===== config.mk =====
export PLATFORM = sky130hd
export DESIGN_NAME = opcode_sequencer_flat
export DESIGN_NICKNAME = d
export VERILOG_FILES = /design/src/rtl/opcode_sequencer_pkg.sv /design/src/rtl/opcode_sequencer_if.sv /design/src/rtl/opcode_sequencer_prog_mem.sv /design/src/rtl/opcode_sequencer.sv /design/src/flat_wrapper.sv
export SDC_FILE = /design/constraint.sdc
export NUM_CORES = 1
export LEC_CHECK = 0
export ABC_CLOCK_PERIOD_IN_PS = 3100
export BUFFER_PORTS_ARGS = -buffer_cell sky130_fd_sc_hd__clkbuf_2
export CORE_UTILIZATION = 60
export CTS_BUF_LIST = sky130_fd_sc_hd__clkbuf_16
export DETAILED_ROUTE_END_ITERATION = 7
export GPL_TIMING_DRIVEN = 0
export HOLD_SLACK_MARGIN = 0.05
export PLACE_DENSITY_LB_ADDON = 0.2
export SETUP_SLACK_MARGIN = 0.15
export SYNTH_ARGS = -nofsm -noshare
export SYNTH_HDL_FRONTEND = slang
export SYNTH_SLANG_ARGS = --single-unit

===== constraint.sdc =====
create_clock -name clk -period 3.1 [get_ports clk]
set_input_delay 0.775 -clock clk [delete_from_list [all_inputs] [get_ports clk]]
set_output_delay 0.775 -clock clk [all_outputs]
set_load 0.01 [all_outputs]

===== src/rtl/opcode_sequencer_pkg.sv =====
// Shared definitions for the opcode sequencer and anything that talks to it:
// word type, HALT marker and FSM state encoding.
package opcode_sequencer_pkg;

  localparam int WORD_WIDTH = 16;

  typedef logic [WORD_WIDTH-1:0] word_t;

  localparam word_t HALT_OPCODE = 16'hFFFF;

  typedef enum logic {
    ST_IDLE = 1'b0,
    ST_RUN  = 1'b1
  } state_e;

  function automatic logic is_halt(input word_t w);
    return w == HALT_OPCODE;
  endfunction

endpackage


===== src/rtl/opcode_sequencer_if.sv =====
// Program-load / run-control / issue bundle between the sequencer and its host.
interface opcode_sequencer_if #(
  parameter int ADDR_WIDTH = 4
) ();
  import opcode_sequencer_pkg::*;

  logic                  prog_we;
  logic [ADDR_WIDTH-1:0] prog_addr;
  word_t                 prog_data;
  logic                  start;
  logic                  stall;
  word_t                 opcode;
  logic                  execute;
  logic                  busy;
  logic                  done;
  logic [ADDR_WIDTH-1:0] pc;

  modport slave (
    input  prog_we, prog_addr, prog_data, start, stall,
    output opcode, execute, busy, done, pc
  );

  modport master (
    output prog_we, prog_addr, prog_data, start, stall,
    input  opcode, execute, busy, done, pc
  );

endinterface


===== src/rtl/opcode_sequencer_prog_mem.sv =====
// Program store: one synchronous write port, one combinational read port.
module prog_mem
  import opcode_sequencer_pkg::*;
#(
  parameter int DEPTH      = 16,
  parameter int ADDR_WIDTH = 4
) (
  input  logic                  clk,
  input  logic                  we_i,
  input  logic [ADDR_WIDTH-1:0] waddr_i,
  input  word_t                 wdata_i,
  input  logic [ADDR_WIDTH-1:0] raddr_i,
  output word_t                 rdata_o
);

  word_t mem_q [DEPTH];

  // NOTE: storage is not reset; program contents survive rst_n and must be loaded before a run.
  always_ff @(posedge clk) begin
    if (we_i) begin
      mem_q[waddr_i] <= wdata_i;
    end
  end

  assign rdata_o = mem_q[raddr_i];

endmodule


===== src/rtl/opcode_sequencer.sv =====
// Opcode sequencer: loads a small program in IDLE, then streams it out one
// word per non-stalled cycle until HALT or the last entry.
module opcode_sequencer
  import opcode_sequencer_pkg::*;
#(
  parameter int PROG_DEPTH = 16,
  parameter int ADDR_WIDTH = 4
) (
  input  logic               clk,
  input  logic               rst_n,
  opcode_sequencer_if.slave  bus
);

  localparam logic [ADDR_WIDTH-1:0] LAST_ADDR = ADDR_WIDTH'(PROG_DEPTH - 1);

  state_e                state_q;
  logic [ADDR_WIDTH-1:0] pc_q;
  word_t                 opcode_q;
  logic                  execute_q;
  logic                  done_q;

  word_t                 fetch_word;
  logic                  mem_we;

  // Writes are only honoured in IDLE so a running program cannot be altered.
  assign mem_we = bus.prog_we && (state_q == ST_IDLE);

  prog_mem #(
    .DEPTH      (PROG_DEPTH),
    .ADDR_WIDTH (ADDR_WIDTH)
  ) u_prog_mem (
    .clk     (clk),
    .we_i    (mem_we),
    .waddr_i (bus.prog_addr),
    .wdata_i (bus.prog_data),
    .raddr_i (pc_q),
    .rdata_o (fetch_word)
  );

  // NOTE: sequential state uses non-blocking assignments so every register samples pre-edge values.
  always_ff @(posedge clk or negedge rst_n) begin
    if (!rst_n) begin
      state_q   <= ST_IDLE;
      pc_q      <= '0;
      opcode_q  <= '0;
      execute_q <= 1'b0;
      done_q    <= 1'b0;
    end else begin
      execute_q <= 1'b0;
      done_q    <= 1'b0;
      case (state_q)
        ST_IDLE: begin
          if (bus.start) begin
            state_q <= ST_RUN;
            pc_q    <= '0;
          end
        end
        ST_RUN: begin
          // Stall wins over HALT: nothing is evaluated on a stalled cycle.
          if (!bus.stall) begin
            if (is_halt(fetch_word)) begin
              state_q <= ST_IDLE;
              done_q  <= 1'b1;
            end else begin
              opcode_q  <= fetch_word;
              execute_q <= 1'b1;
              pc_q      <= pc_q + ADDR_WIDTH'(1);
              if (pc_q == LAST_ADDR) begin
                state_q <= ST_IDLE;
                done_q  <= 1'b1;
              end
            end
          end
        end
        default: state_q <= ST_IDLE;
      endcase
    end
  end

  assign bus.opcode  = opcode_q;
  assign bus.execute = execute_q;
  assign bus.done    = done_q;
  assign bus.pc      = pc_q;
  assign bus.busy    = (state_q == ST_RUN);

endmodule


===== src/flat_wrapper.sv =====
// flat-port wrapper written by rule: the top's interface ports become plain ports
module opcode_sequencer_flat import opcode_sequencer_pkg::*;
#(
  parameter int PROG_DEPTH = 16,
  parameter int ADDR_WIDTH = 4
)
  (clk, rst_n, bus_prog_we, bus_prog_addr, bus_prog_data, bus_start, bus_stall, bus_opcode, bus_execute, bus_busy, bus_done, bus_pc);
  opcode_sequencer_if #(.ADDR_WIDTH(ADDR_WIDTH)) bus_i ();
  input  logic clk;
  input  logic rst_n;
  input wire logic [$bits(bus_i.prog_we)-1:0] bus_prog_we;
  input wire logic [$bits(bus_i.prog_addr)-1:0] bus_prog_addr;
  input wire logic [$bits(bus_i.prog_data)-1:0] bus_prog_data;
  input wire logic [$bits(bus_i.start)-1:0] bus_start;
  input wire logic [$bits(bus_i.stall)-1:0] bus_stall;
  output wire logic [$bits(bus_i.opcode)-1:0] bus_opcode;
  output wire logic [$bits(bus_i.execute)-1:0] bus_execute;
  output wire logic [$bits(bus_i.busy)-1:0] bus_busy;
  output wire logic [$bits(bus_i.done)-1:0] bus_done;
  output wire logic [$bits(bus_i.pc)-1:0] bus_pc;
  assign bus_i.prog_we = bus_prog_we;
  assign bus_i.prog_addr = bus_prog_addr;
  assign bus_i.prog_data = bus_prog_data;
  assign bus_i.start = bus_start;
  assign bus_i.stall = bus_stall;
  assign bus_opcode = bus_i.opcode;
  assign bus_execute = bus_i.execute;
  assign bus_busy = bus_i.busy;
  assign bus_done = bus_i.done;
  assign bus_pc = bus_i.pc;
  opcode_sequencer #(.PROG_DEPTH(PROG_DEPTH), .ADDR_WIDTH(ADDR_WIDTH)) u_core (.clk(clk), .rst_n(rst_n), .bus(bus_i));
endmodule

# Word-level counts from Yosys, hierarchy flattened
# Memory sizes are Yosys's and may differ from the RTL's.
# Cells that the tools add are included.
# word_totals
in_bits	25
output_inout_bits	23
n_memories	1
romBits	0
latch_bits	0
ff_bits	23
wordCells	36
ram_bits	256
# mem_list
name	depth	word_bits	rd	rd_clocked_by_memory_dff	write_ports	line	rtl
u_core.u_prog_mem.mem_q	16	16	1	0	1	opcode_sequencer_prog_mem.sv:16	word_t mem_q [DEPTH];
# op_classes
muxes	18
mul	0
reduce_logical	3
n_bitwise	3
n_eq_ne	5
magnitude_cmp	0
addsub	1
n_div	0
n_shift	0
# op_table
op	n
$eq A16 B16 Y1 const B	1
$mux W1	13
$mux W4	3
$pmux W4 S2	1
$ne A2 B2 Y1 const B	3
$reduce_and A3 Y1	2
$add A4 B1 Y4 const B	1
$eq A4 B4 Y1 const B	1
$not A1 Y1	3
$pmux W1 S2	1
$logic_and A1 B1 Y1	1

# Depth between registers and ports, before layout
# logic_depth
word_depth	5
mapped_depth	12
depth_no_buf	7

# Modules after synthesis
# A second synthesis with hierarchy kept.
# hier_totals
hier_cells	486
hier_area_um2	10781.6
# modules_own_cells
module	area_per_inst_um2	cells_each	seq_area_each_um2	n_inst
prog_mem	9723.1	416	7687.4	1
opcode_sequencer	1058.5	70	575.6	1

# Worst setup path after synthesis
# Ideal clock, no wire load.
# synth_timing
path_type	input to register
from	in bus_prog_we
to	mem u_core.u_prog_mem.mem_q[8][0] (netlist bit), enable pin
cell_stages	3
n_path_buf	0
slack_ps	205
required_ps	2691
setup_time_ps	409
arrival_ps	2486
path_cell_list	nand2b_1 -> or3b_2 -> nor3_1
# synth_between
elab_chain_len	3
# synth_lines
element	line	rtl
from (decl)	flat_wrapper.sv:11	input wire logic [$bits(bus_i.prog_we)-1:0] bus_prog_we;
$logic_and A1 B1 Y1	opcode_sequencer.sv:26	assign mem_we = bus.prog_we && (state_q == ST_IDLE);
$mux W1	opcode_sequencer_prog_mem.sv:20	if (we_i) begin
$mux W1 (implied by the code)	opcode_sequencer_prog_mem.sv:21	mem_q[waddr_i] <= wdata_i;
to (decl)	opcode_sequencer_prog_mem.sv:16	
# Every way passes these cells.

# Final worst setup path
# layout_timing
from	reg u_core.pc_q[0], in the netlist u_core.bus.pc[0]
to	reg u_core.opcode_q[9], in the netlist u_core.bus.opcode[9]
# layout_between
elab_chain_len	4
# layout_lines
element	line	rtl
from (decl)	opcode_sequencer.sv:17	logic [ADDR_WIDTH-1:0] pc_q;
from (signal assigned)	opcode_sequencer.sv:67	pc_q <= pc_q + ADDR_WIDTH'(1);
$mem_v2 Z16 W16 (*)	n/a	
$eq A16 B16 Y1	opcode_sequencer_pkg.sv:17	return w == HALT_OPCODE;
$not A1 Y1 (no source line)	n/a	
$reduce_and A3 Y1 (no source line)	n/a	
to (signal assigned)	opcode_sequencer.sv:65	opcode_q <= fetch_word;
to (decl)	opcode_sequencer.sv:18	word_t opcode_q;
# Mark *: on every way between the ends. The rest lies on a longest branch, timed or not.
# A chain may end at the register's enable or synchronous reset.

==> metrics.yaml <==
grt:
  antenna_found_initial: 0
  grt_usage_pct: 29.65
  grt.overflow.total: 0
  grt_pass1_wl_um: 37310
  grt_max_degree: 24
  grt_pass1_vias: 5611
worst_setup_path:
  worst_path_largest_cell_delay_ns: 0.51
  crit_slowest_cell: "mux4_2"
  rr_worst_depth: 11
  path_buf_inv: 5
  r2r_slack_ns: 0.007
  cp_cell_sequence: "buf_12 > buf_12 > buf_16 > mux4_2 > mux4_2 > nand4_1 > nor2_4 > a41oi_4 > buf_12 > buf_12 > mux2_4"
  cp_top_family: "multiplexers"
  worstSetupPathType: "reg -> reg"
  crit_arrival_ns: 3.49
  r2r-end: "u_core.bus.opcode[9]"
  cp-end-kind: "flip-flop"
  path_common_cell: "buf_12"
  crit_fanout: 8
  crit_required_ns: 3.50
  regToRegStartpoint: "u_core.bus.pc[0]"
  start_kind: "flip-flop"
hold_path:
  worstHoldPathType: "in -> async"
timing:
  relSlewSlack_pct: 39.13
  rsz0062_at_grt: "true"
  slew_violations: 0
  worst_slack_ns: 0.007265
  hold_violations: 0
  finalCriticalPeriod_ns: 3.093
  tightestPinTransition_ns: 0.9121
  fmax_ghz: 0.3233
  tns_ns: 0
  setup_viol: 0
  post-route-period-util_pct: 99.77
  clock_skew_ns: 0.01689
die:
  io_pins: 48
  die_x_um: 135.8
  num_rows: 48
  die_area_sq_um: 18430
  die_y_um: 135.8
  initial_core_util_pct: 61.85
  core_area_sq_um: 17360
clock_tree:
  path_clk_slew_ns: 0.06
  clk_latency_ns: 0.52
  cts_tree: "yes"
  cts_max_level: 1
  cts_buffer_depth: 3
  clkSinkCount: 279
  holdBufCountCts: 0
  numCtsBuffers: 27
  root_buffer: "clkbuf_16"
drt:
  wl_met2_um: 12750
  ant_nets: 0
  wl_met3_um: 2105
  dr.pass1.iters: 4
  top_layer: "met4"
  drtIter0Drc: 702
  wl_met1_um: 10190
  wl_um: 26100
  viasPerCell: 6.708
  vias: 5534
  drc_errors: 0
  wl_per_cell_um: 31.64
cells_and_area:
  layout_commonest_cell: "edfxtp_1"
  synthToLayoutAreaGrowth_pct: 20.41
  finalNetCount: 609
  seq_area_sq_um: 8263
  multi_input_area_sq_um: 2482
  drive_above_1_share_pct: 43.17
  layout_common_cells: "edfxtp_1 (256), mux4_2 (75), clkbuf_2 (47)"
  fillers: 905
  diodes: 0
synth:
  synthesis.nets: 494
  synth_cell_type_count: 35
  avgSynthCellArea_sq_um: 22.94
  synth-seq-area-share_pct: 76.97
  ys_warn_count: 0
  synth_area_sq_um: 10740
  synth_seq_cells: 279
  syn_inst: 468
placement:
  dpl.hpwl_um: 15340
  port_buffers: 47
  pre_cts_ws_ns: -0.5952
  gp_congestion: 0.7889
power_and_ir_drop:
  irDropWorstVdd_mv: 0.5545
  p_leak_nw: 4.412
  power.density_nw_per_um2: 850.1
outcome:
  status: "completed"
flow_run:
  drv_cap: 0
-- worst max-delay path by stage --
stage / slack, ns / from / depth (start not counted) / end
4_1_cts: 0.09 / u_core.bus.pc[0] / 10 / u_core.bus.opcode[9]
3_3_place_gp: -1.73 / bus_prog_we / 4 / u_core.u_prog_mem.mem_q[8][15]
5_1_grt: -0.07 / u_core.bus.pc[0] / 13 / u_core.bus.pc[3]
2_1_floorplan: 0.20 / bus_prog_we / 3 / u_core.u_prog_mem.mem_q[8][0]
3_5_place_dp: -0.60 / u_core.bus.pc[2] / 9 / u_core.bus.opcode[11]
6_report: 0.007 / u_core.bus.pc[0] / 11 / u_core.bus.opcode[9]
-- repair_timing --
item / in CTS / in global routing
resized for setup: 61 / 20
setup buffers: 13 / 2
pin swaps: 4 / 3
gates cloned: 4 / 0
endpoints found under the setup margin: 22 / 20
-- through the flow --
stage	std cells	utilization (%)	power, mW	cell area (sq um)	hold WS, ns
detailed placement	760	66.84	7.230	11600	0.4746
global route	825	74.47	11.31	12930	0.3204
global placement	740	64.83	7.159	11250	0.4701
floorplan	468	-	6.393	10740	0.4794
CTS	823	74.01	10.80	12840	0.2909
finish	825	74.47	10.99	12930	0.2986
-- per-layer routing --
layer	GRT usage (%)	vias up
li1	-	2201
met1	42.14	2892
met2	46.40	375
met3	4.751	66
met4	12.61	0
met5	0	-
-- logic make-up (layout without fill, tap and decap cells) --
family	after synthesis	count (layout)	share of synthesized area, %
and+or+nand+nor	53	53	2.424
DFF	279	279	76.97
adders and majority gates	1	1	0.1165
AOI/OAI and AO/OA	17	17	1.329
muxes	94	94	17.67
buffers and inverters	24	156	1.492
-- synthesized netlist by cell type, drive strengths merged --
master / count / area (sq um)
edfxtp: 256 / 7687
mux4: 75 / 1689
dfrtp: 23 / 575.6
nor2: 19 / 71.32
buf: 16 / 130.1
mux2: 14 / 157.7
nand2: 10 / 37.54
clkbuf: 6 / 22.52
mux2i: 5 / 50.05
nand2b: 5 / 31.28
a21oi: 4 / 23.77
a22oi: 4 / 30.03
and2: 4 / 25.02
nor3: 4 / 20.02
nand4: 3 / 18.77
nor2b: 3 / 18.77
a221oi: 2 / 17.52
inv: 2 / 7.510
o21ai: 2 / 10.01
a22o: 1 / 8.760
a31oi: 1 / 6.260
a32oi: 1 / 8.760
a41o: 1 / 10.01
a41oi: 1 / 27.53
and4: 1 / 8.760
ha: 1 / 12.51
nand3: 1 / 5.000
nand4b: 1 / 8.760
or3: 1 / 6.260
or3b: 1 / 8.760
-- flip-flops by register name (all words and copies together), names as in the netlist --
| register | cells |
|---|---|
| u_core.bus.opcode | 16 |
| u_core.bus.execute | 1 |
| u_core.bus.busy | 1 |
| u_core.bus.done | 1 |
| u_core.u_prog_mem.mem_q | 256 |
| u_core.bus.pc | 4 |
-- report_power, final --
part           total [mW]  switching, mW  internal [mW]
clock network        2.96           1.31           1.65
registers            4.38          0.114           4.27
logic                3.65           1.71           1.94
-- area by class of cell --
class,count,share of cell area (%)
flip-flops and latches,279,63.92
multi-input cells,165,19.20
repair buffers,86,6.389
clock buffers,27,5.227
plain buffers,22,2.217
well taps,225,2.178
clock inverters,19,0.8034
inverters,2,0.05808
Note: power is estimated with default switching activity, not from simulation.
